==> config.mk <==
export PLATFORM = sky130hd
export DESIGN_NAME = input_hub
export DESIGN_NICKNAME = d
export VERILOG_FILES = /design/src/rtl/input_hub.sv
export SDC_FILE = /design/constraint.sdc
export NUM_CORES = 1
export LEC_CHECK = 0
export CORE_UTILIZATION = 45
export CTS_CLUSTER_DIAMETER = 150
export DETAILED_ROUTE_END_ITERATION = 10
export GPL_TIMING_DRIVEN = 1
export MAX_ROUTING_LAYER = met4
export PLACE_DENSITY = 0.66
export SLEW_MARGIN = 0
export SYNTH_ARGS = -nofsm -noshare
export SYNTH_HDL_FRONTEND = slang
export SYNTH_SLANG_ARGS = --single-unit
==> constraint.sdc <==
create_clock -name clk -period 6.1 [get_ports clk]
set_input_delay 1.83 -clock clk [delete_from_list [all_inputs] [get_ports clk]]
set_output_delay 1.83 -clock clk [all_outputs]
set_load 0.1 [all_outputs]
==> src/rtl/input_hub.sv <==
// Controls/config front end between hps_io and the game core: keymapped PS/2
// keys merged with joysticks, SOCD cleaning, coin stretching, pause, DIP/game latches.
module input_hub #(
    parameter int           PLAYERS      = 2,
    parameter int           BUTTONS      = 3,
    parameter int           DIP_BANKS    = 2,
    parameter int           COIN_CYCLES  = 16,
    parameter bit           SOCD_CLEAR   = 1'b1,
    parameter bit           PAUSE_TOGGLE = 1'b1,
    parameter logic [7:0]   KEYMAP_INDEX = 8'd2
) (
    input  logic                           clk,
    input  logic                           reset_n,
    input  logic [10:0]                    ps2_key,
    input  logic [PLAYERS*(7+BUTTONS)-1:0] joystick,
    input  logic [24:0]                    ioctl_addr,
    input  logic [7:0]                     ioctl_data,
    input  logic                           ioctl_wr,
    input  logic [7:0]                     ioctl_index,
    output logic [PLAYERS*4-1:0]           joy,
    output logic [PLAYERS*BUTTONS-1:0]     buttons,
    output logic [PLAYERS-1:0]             start,
    output logic [PLAYERS-1:0]             coin,
    output logic                           pause,
    output logic [DIP_BANKS*8-1:0]         dip,
    output logic [3:0]                     game_index
);

    localparam int SLOTS   = 6 + BUTTONS;
    localparam int ENTRIES = PLAYERS * SLOTS;
    localparam int JW      = 7 + BUTTONS;
    localparam int CW      = $clog2(COIN_CYCLES + 1);

    // Defaults are laid out for three buttons; extra buttons get 00, start/coin keep their codes.
    function automatic logic [7:0] keymapDefault(input int p, input int s);
        int         k;
        logic [7:0] code;
        if (s < 4)                 k = s;
        else if (s < 4 + BUTTONS)  k = (s < 7) ? s : -1;
        else                       k = s - BUTTONS + 3;
        code = 8'h00;
        if (p == 0) begin
            case (k)
                0: code = 8'h75;  1: code = 8'h72;  2: code = 8'h6B;
                3: code = 8'h74;  4: code = 8'h14;  5: code = 8'h11;
                6: code = 8'h29;  7: code = 8'h16;  8: code = 8'h2E;
                default: code = 8'h00;
            endcase
        end else if (p == 1) begin
            case (k)
                0: code = 8'h2D;  1: code = 8'h2B;  2: code = 8'h23;
                3: code = 8'h34;  4: code = 8'h1C;  5: code = 8'h1B;
                6: code = 8'h15;  7: code = 8'h1E;  8: code = 8'h36;
                default: code = 8'h00;
            endcase
        end
        return code;
    endfunction

    logic [7:0]                   keymapQ [ENTRIES];
    logic [7:0]                   keymapD [ENTRIES];
    logic [ENTRIES-1:0]           keyQ, keyD;
    logic                         strobeQ;
    logic                         keyEvent;
    logic [PLAYERS-1:0][CW-1:0]   coinCntQ, coinCntD;
    logic [PLAYERS-1:0]           coinPrevQ, rawCoin;
    logic                         pausePrevQ, rawPause;
    logic [PLAYERS-1:0]           up, down, left, right;
    logic [PLAYERS*4-1:0]         joyQ, joyD;
    logic [PLAYERS*BUTTONS-1:0]   buttonsQ, buttonsD;
    logic [PLAYERS-1:0]           startQ, startD, coinQ, coinD;
    logic                         pauseQ, pauseD;
    logic [DIP_BANKS*8-1:0]       dipQ, dipD;
    logic [3:0]                   gameIndexQ, gameIndexD;
    logic                         unusedPs2Bit;

    assign unusedPs2Bit = ps2_key[8];

    // Key events compare against the stored keymap, so a same-cycle load only affects later events.
    always_comb begin
        keymapD  = keymapQ;
        keyD     = keyQ;
        keyEvent = ps2_key[10] ^ strobeQ;
        for (int e = 0; e < ENTRIES; e++) begin
            if (keyEvent && ps2_key[7:0] != 8'h00 && keymapQ[e] == ps2_key[7:0])
                keyD[e] = ps2_key[9];
            if (ioctl_wr && ioctl_index == KEYMAP_INDEX && ioctl_addr == 25'(e))
                keymapD[e] = ioctl_data;
        end
    end

    always_comb begin
        joyD     = '0;
        buttonsD = '0;
        startD   = '0;
        coinD    = '0;
        coinCntD = coinCntQ;
        rawCoin  = '0;
        rawPause = 1'b0;
        up       = '0;
        down     = '0;
        left     = '0;
        right    = '0;
        for (int p = 0; p < PLAYERS; p++) begin
            up[p]    = keyQ[p*SLOTS + 0] | joystick[p*JW + 3];
            down[p]  = keyQ[p*SLOTS + 1] | joystick[p*JW + 2];
            left[p]  = keyQ[p*SLOTS + 2] | joystick[p*JW + 1];
            right[p] = keyQ[p*SLOTS + 3] | joystick[p*JW + 0];
            if (SOCD_CLEAR && up[p] && down[p]) begin
                up[p]   = 1'b0;
                down[p] = 1'b0;
            end
            if (SOCD_CLEAR && left[p] && right[p]) begin
                left[p]  = 1'b0;
                right[p] = 1'b0;
            end
            joyD[p*4 +: 4] = {up[p], down[p], right[p], left[p]};
            for (int b = 0; b < BUTTONS; b++)
                buttonsD[p*BUTTONS + b] = keyQ[p*SLOTS + 4 + b] | joystick[p*JW + 4 + b];
            startD[p]  = keyQ[p*SLOTS + 4 + BUTTONS] | joystick[p*JW + 4 + BUTTONS];
            rawCoin[p] = keyQ[p*SLOTS + 5 + BUTTONS] | joystick[p*JW + 5 + BUTTONS];
            // Using the next count keeps the high time at exactly COIN_CYCLES for a one-cycle pulse.
            if (rawCoin[p] && !coinPrevQ[p])
                coinCntD[p] = CW'(COIN_CYCLES);
            else if (coinCntQ[p] != '0)
                coinCntD[p] = coinCntQ[p] - CW'(1);
            coinD[p] = rawCoin[p] | (coinCntD[p] != '0);
            rawPause = rawPause | joystick[p*JW + 6 + BUTTONS];
        end
        pauseD = PAUSE_TOGGLE ? (pauseQ ^ (rawPause & ~pausePrevQ)) : rawPause;
    end

    always_comb begin
        dipD       = dipQ;
        gameIndexD = gameIndexQ;
        for (int k = 0; k < DIP_BANKS; k++) begin
            if (ioctl_wr && ioctl_index == 8'd254 && ioctl_addr == 25'(k))
                dipD[k*8 +: 8] = ioctl_data;
        end
        if (ioctl_wr && ioctl_index == 8'd1)
            gameIndexD = ioctl_data[3:0];
    end

    always_ff @(posedge clk or negedge reset_n) begin
        if (!reset_n) begin
            for (int e = 0; e < ENTRIES; e++)
                keymapQ[e] <= keymapDefault(e / SLOTS, e % SLOTS);
            keyQ       <= '0;
            strobeQ    <= 1'b0;
            coinCntQ   <= '0;
            coinPrevQ  <= '0;
            pausePrevQ <= 1'b0;
            joyQ       <= '0;
            buttonsQ   <= '0;
            startQ     <= '0;
            coinQ      <= '0;
            pauseQ     <= 1'b0;
            dipQ       <= '0;
            gameIndexQ <= '0;
        end else begin
            keymapQ    <= keymapD;
            keyQ       <= keyD;
            strobeQ    <= ps2_key[10];
            coinCntQ   <= coinCntD;
            coinPrevQ  <= rawCoin;
            pausePrevQ <= rawPause;
            joyQ       <= joyD;
            buttonsQ   <= buttonsD;
            startQ     <= startD;
            coinQ      <= coinD;
            pauseQ     <= pauseD;
            dipQ       <= dipD;
            gameIndexQ <= gameIndexD;
        end
    end

    assign joy        = joyQ;
    assign buttons    = buttonsQ;
    assign start      = startQ;
    assign coin       = coinQ;
    assign pause      = pauseQ;
    assign dip        = dipQ;
    assign game_index = gameIndexQ;

endmodule

## Word level (Yosys, flattened, before mapping)

Memories as Yosys holds them, arrays and structs flattened.
Cells that the tools add are included.

- Add/sub/neg operators: 2
- Equal/unequal tests: 38
- Mux-type cells: 12
- Bitwise operators: 25
- Reductions and logical operators: 56

Operator list:

| cell | number |
|---|---|
| equality test 25 x 4 -> 1 bit, second input constant | 8 |
| equality test 8 bit | 18 |
| equality test 25 x 3 -> 1 bit, second input constant | 4 |
| equality test 25 x 2 -> 1 bit, second input constant | 2 |
| equality test 25 x 5 -> 1 bit, second input constant | 2 |
| logical AND 1 bit | 48 |
| equality test 25 x 1 -> 1 bit, second input constant | 1 |
| zero test 25 bit | 1 |
| OR 1 bit | 21 |
| two-way mux 5 bit | 4 |
| nonzero test 5 bit | 4 |
| subtractor 5 x 1 -> 5 bit, second input constant | 2 |
| equality test 8 x 1 -> 1 bit, second input constant | 1 |
| equality test 8 x 2 -> 1 bit, second input constant | 1 |
| equality test 8 bit, second input constant | 1 |
| two-way mux 1 bit | 8 |
| nonzero test 8 bit | 1 |
| zero test 1 bit | 2 |
| bitwise XOR 1 bit | 2 |
| bitwise AND 1 bit | 1 |
| NOT 1 bit | 1 |

- Register bits: 215
- Memory bits (read-only): 1872
- Input bits: 75
- Output and inout port bits: 39
- Logic and storage cells: 200
- Memories: 18

Memories:

| memory | depth | width | rd ports | clocked after memory_dff | wr ports | line | text |
|---|---|---|---|---|---|---|---|
| (no name shown) | 16 | 7 | 1 | 0 | 0 | 43 | `case (k)` |
| (no name shown) | 16 | 7 | 1 | 0 | 0 | 43 |  |
| (no name shown) | 16 | 7 | 1 | 0 | 0 | 43 |  |
| (no name shown) | 16 | 7 | 1 | 0 | 0 | 43 |  |
| (no name shown) | 16 | 7 | 1 | 0 | 0 | 43 |  |
| (no name shown) | 16 | 7 | 1 | 0 | 0 | 43 |  |
| +12 memories | -- | -- | -- | -- | -- | -- |  |

## Longest topological paths before layout

- Word-level depth: 5
- Mapped depth: 6
- Mapped depth without buffers: 6

## Worst setup path before layout

OpenSTA, ideal clock, no wires.

- Kind: input -> register
- Start: input ioctl_index[4]
- End: register keymapQ[40] (netlist bit)
- Library setup time: 125 ps
- Arrival: 3666 ps
- Required time: 5975 ps
- Path slack: 2309 ps
- Cell stages on the path: 5
- Buffers on the path: 1
- Cell sequence: nor4b_4 > nand4_4 > buf_8 > nor4_4 > mux2_4

- Word-level cells in the longest chain between the ends: 3

RTL lines:

| item | line | text |
|---|---|---|
| from (decl) | 19 | `input logic [7:0] ioctl_index,` |
| equality test 8 x 2 -> 1 bit | 87 | `if (ioctl_wr && ioctl_index == KEYMAP_INDEX && ioctl_addr == 25'(e))` |
| logical AND 1 bit (2 in a row) | 87 |  |
| to (signal, indexed assignment) | 147 | `keymapQ[e] <= keymapDefault(e / SLOTS, e % SLOTS);` |
| to (signal assigned) | 161 | `keymapQ <= keymapD;` |
| to (decl) | 60 | `logic [7:0] keymapQ [ENTRIES];` |

No other way between the ends.
A chain may end at the register's enable or synchronous reset.

## Worst setup path after layout

- Start: input ioctl_index[4]
- End: register keymapQ[47] (netlist bit)

Same word-level chain as after synthesis.

==> flow_summary.ini <==
[run_status]
status = finished clean

[clocking]
postCtsSetupRepairBufs = 0
cts_root_buf = clkbuf_16
cts_tree = done
clk-insertion-delay-late_ps = 510
cts_sinks = 215
hold_buffers = 0
cts_buffers = 25
cts_buffer_depth = 3
clkTransAtPathRegs_ps = 60
cts_max_level = 1
cts_resized = 0

[synth]
synth_cell_types = 45
netlist_area_sq_um = 10400
async_flop_share = 1.00
synthTopCellsByArea = dfrtp_1 36%, dfstp_2 16%, xor2_1 12%
avgSynthCellArea_sq_um = 13.6
yosysTopAreaCell = dfrtp_1
synth-edff-count = 0
yosysWarnings = 0
ys_seq_elements = 215
synthCells = 765
synth_nets = 842
synth_flop_cell = dfrtp_1
synth_top_cell_area_share = 0.362
seq_area_frac_synth = 0.523

[sta]
fin_ws_ps = 1920
fmax_mhz = 239
hold_viol = 0
tns_ps = 0
slew_viol_final = 0
rsz0062_at_grt = no
max-slew-margin-rel = 0.143
fin_crit_ps = 4180
post-route-period-util = 0.685
clock_skew_ps = 6.86
worstMarginPinSlew_ps = 1280
holdWs_ps = 457
final-setup-viol-count = 0

[power]
p_leak_uw = 0.00605
powerDensity_nw_per_um2 = 270
p_total_uw = 3410
max-vdd-ir-drop_mv = 0.244

[worst_setup_path]
critical_path_arrival_ps = 4570
worstSetupStartpointType = input pin
path_max_fanout = 16
worstPathRequired_ps = 6490
worst_path_max_delay_cell = nor4_4
setup.worst_path.class = in2reg
crit_chain = clkdlybuf4s50_1 > nor4b_4 > nand4_4 > nor4_4 > mux2_4
cp-end-kind = register
cp_slowest_stage_delay_ps = 950

[cells_and_area]
diodes = 0
drive_above_1_share = 0.277
final_cell_mix = 151 x dfrtp_1, 145 x xor2_1, 111 x clkdlybuf4s50_1
syn_to_final_growth_pct = 20.9
finalNonFillerCells = 1178
layout.nets = 953
fillCellCount = 1832
seq_area_sq_um = 5460
multi_input_area_sq_um = 4800
mostFrequentLayoutCell = dfrtp_1

[routing]
first_iter_violations = 224
wl_per_cell_um = 20.3
vias = 6362
wirelength_met1_um = 10200
dr.pass1.iters = 4
vias_per_cell = 5.40
highest_layer = met4
wl_met2_um = 12200
route.detailed.drc = 0
wl_um = 24000
postRouteAntennaNets = 0
wl_met3_um = 1050

[global_routing]
grt_max_degree = 132
antenna_found_initial = 0
grt_pass1_vias = 6986
grt_usage = 0.217
grt-ovfl-total = 0
grt_pass1_wl_um = 38800

[die]
rows = 55
initial_core_util = 0.460
coreArea_sq_um = 22700
die_y_um = 154
die_area_sq_um = 23800
ios = 114
die_w_um = 154

[placed_design]
dpl.hpwl_um = 15200
io_buffer_count = 112
post-place-ws_ps = 1380
gp_congestion = 0.737
dp.cells = 1134

[run]
cap_violations = 0

[min_path]
min_path_type = reg2reg
## Yosys cell counts (4+ instances only)
master    count
buf_1         6
clkbuf_1     30
dfrtp_1     151
dfstp_2      64
inv_1         6
mux2_1       83
mux2_2       91
mux2_4        8
nand2_1      15
nand2b_1      4
nand3_1      21
nor2_1       10
nor3_1        7
nor3_4        8
nor4_1       38
nor4_4       10
nor4b_4       5
o21a_1        4
or2_2        11
xnor2_1       6
xor2_1      145
## registers in the layout, summed over array words and instances, names as in the netlist
| signal | count |
|---|---|
| dip | 16 |
| joy | 8 |
| strobeQ | 1 |
| game_index | 4 |
| buttons | 6 |
| pause | 1 |
| keyQ | 18 |
| coinCntQ | 10 |
| keymapQ | 144 |
| coin | 2 |
| coinPrevQ | 2 |
| start | 2 |
| pausePrevQ | 1 |
## power breakdown
part,internal (uW),switching [uW]
Clock,846,551
Sequential,1480,39.2
Combinational,180,313
Total,2510,903
## worst max-delay path, delay by kind of cell
family,cells,cell delay (ps)
buf+inv,1,460
mux,1,360
simple gates,3,1890
## worst paths after layout
path | end | cells past startpoint | from | slack, ps
min in group asynchronous | keymapQ[17] | 1 | reset_n | 1500
hold / removal | joy[1] | 1 | keyQ[2] | 460
setup / recovery | keymapQ[47] | 5 | ioctl_index[4] | 1920
max in group asynchronous | keymapQ[118] | 2 | reset_n | 3560
hold reg to reg | joy[1] | 1 | keyQ[2] | 460
setup reg to reg | coin[1] | 6 | coinCntQ[5] | 3840
## cell type report
cell class | count | share of cell area
Sequential cell | 215 | 0.433
Multi-Input combinational cell | 506 | 0.380
Timing Repair Buffer | 122 | 0.0961
Clock buffer | 41 | 0.0575
Tap cell | 285 | 0.0283
Clock inverter | 3 | 0.00317
Inverter | 6 | 0.00179
## cell families after synthesis
| group | after synthesis | synth area share |
|---|---|---|
| flip-flops | 215 | 0.523 |
| multiplexers | 182 | 0.199 |
| AND/OR/NAND/NOR | 156 | 0.121 |
| XOR/XNOR | 151 | 0.127 |
| buffers and inverters | 44 | 0.0176 |
| AO/OA/AOI/OAI | 15 | 0.00983 |
| adder cells (fa/ha/maj) | 2 | 0.00240 |
## through the flow
stage	util	area, sq um
after floorplan	-	10400
after global placement	0.522	11800
after detailed placement	0.522	11800
after CTS	0.555	12600
after global routing	0.555	12600
final	0.555	12600
## metal layers
metal | global-route usage | vias up
met2 | 0.377 | 166
met4 | 0.0561 | 0
met1 | 0.263 | 3236
met3 | 0.0356 | 48
met5 | - | -
li1 | - | 2912
Note: power is estimated with default switching activity, not from simulation.
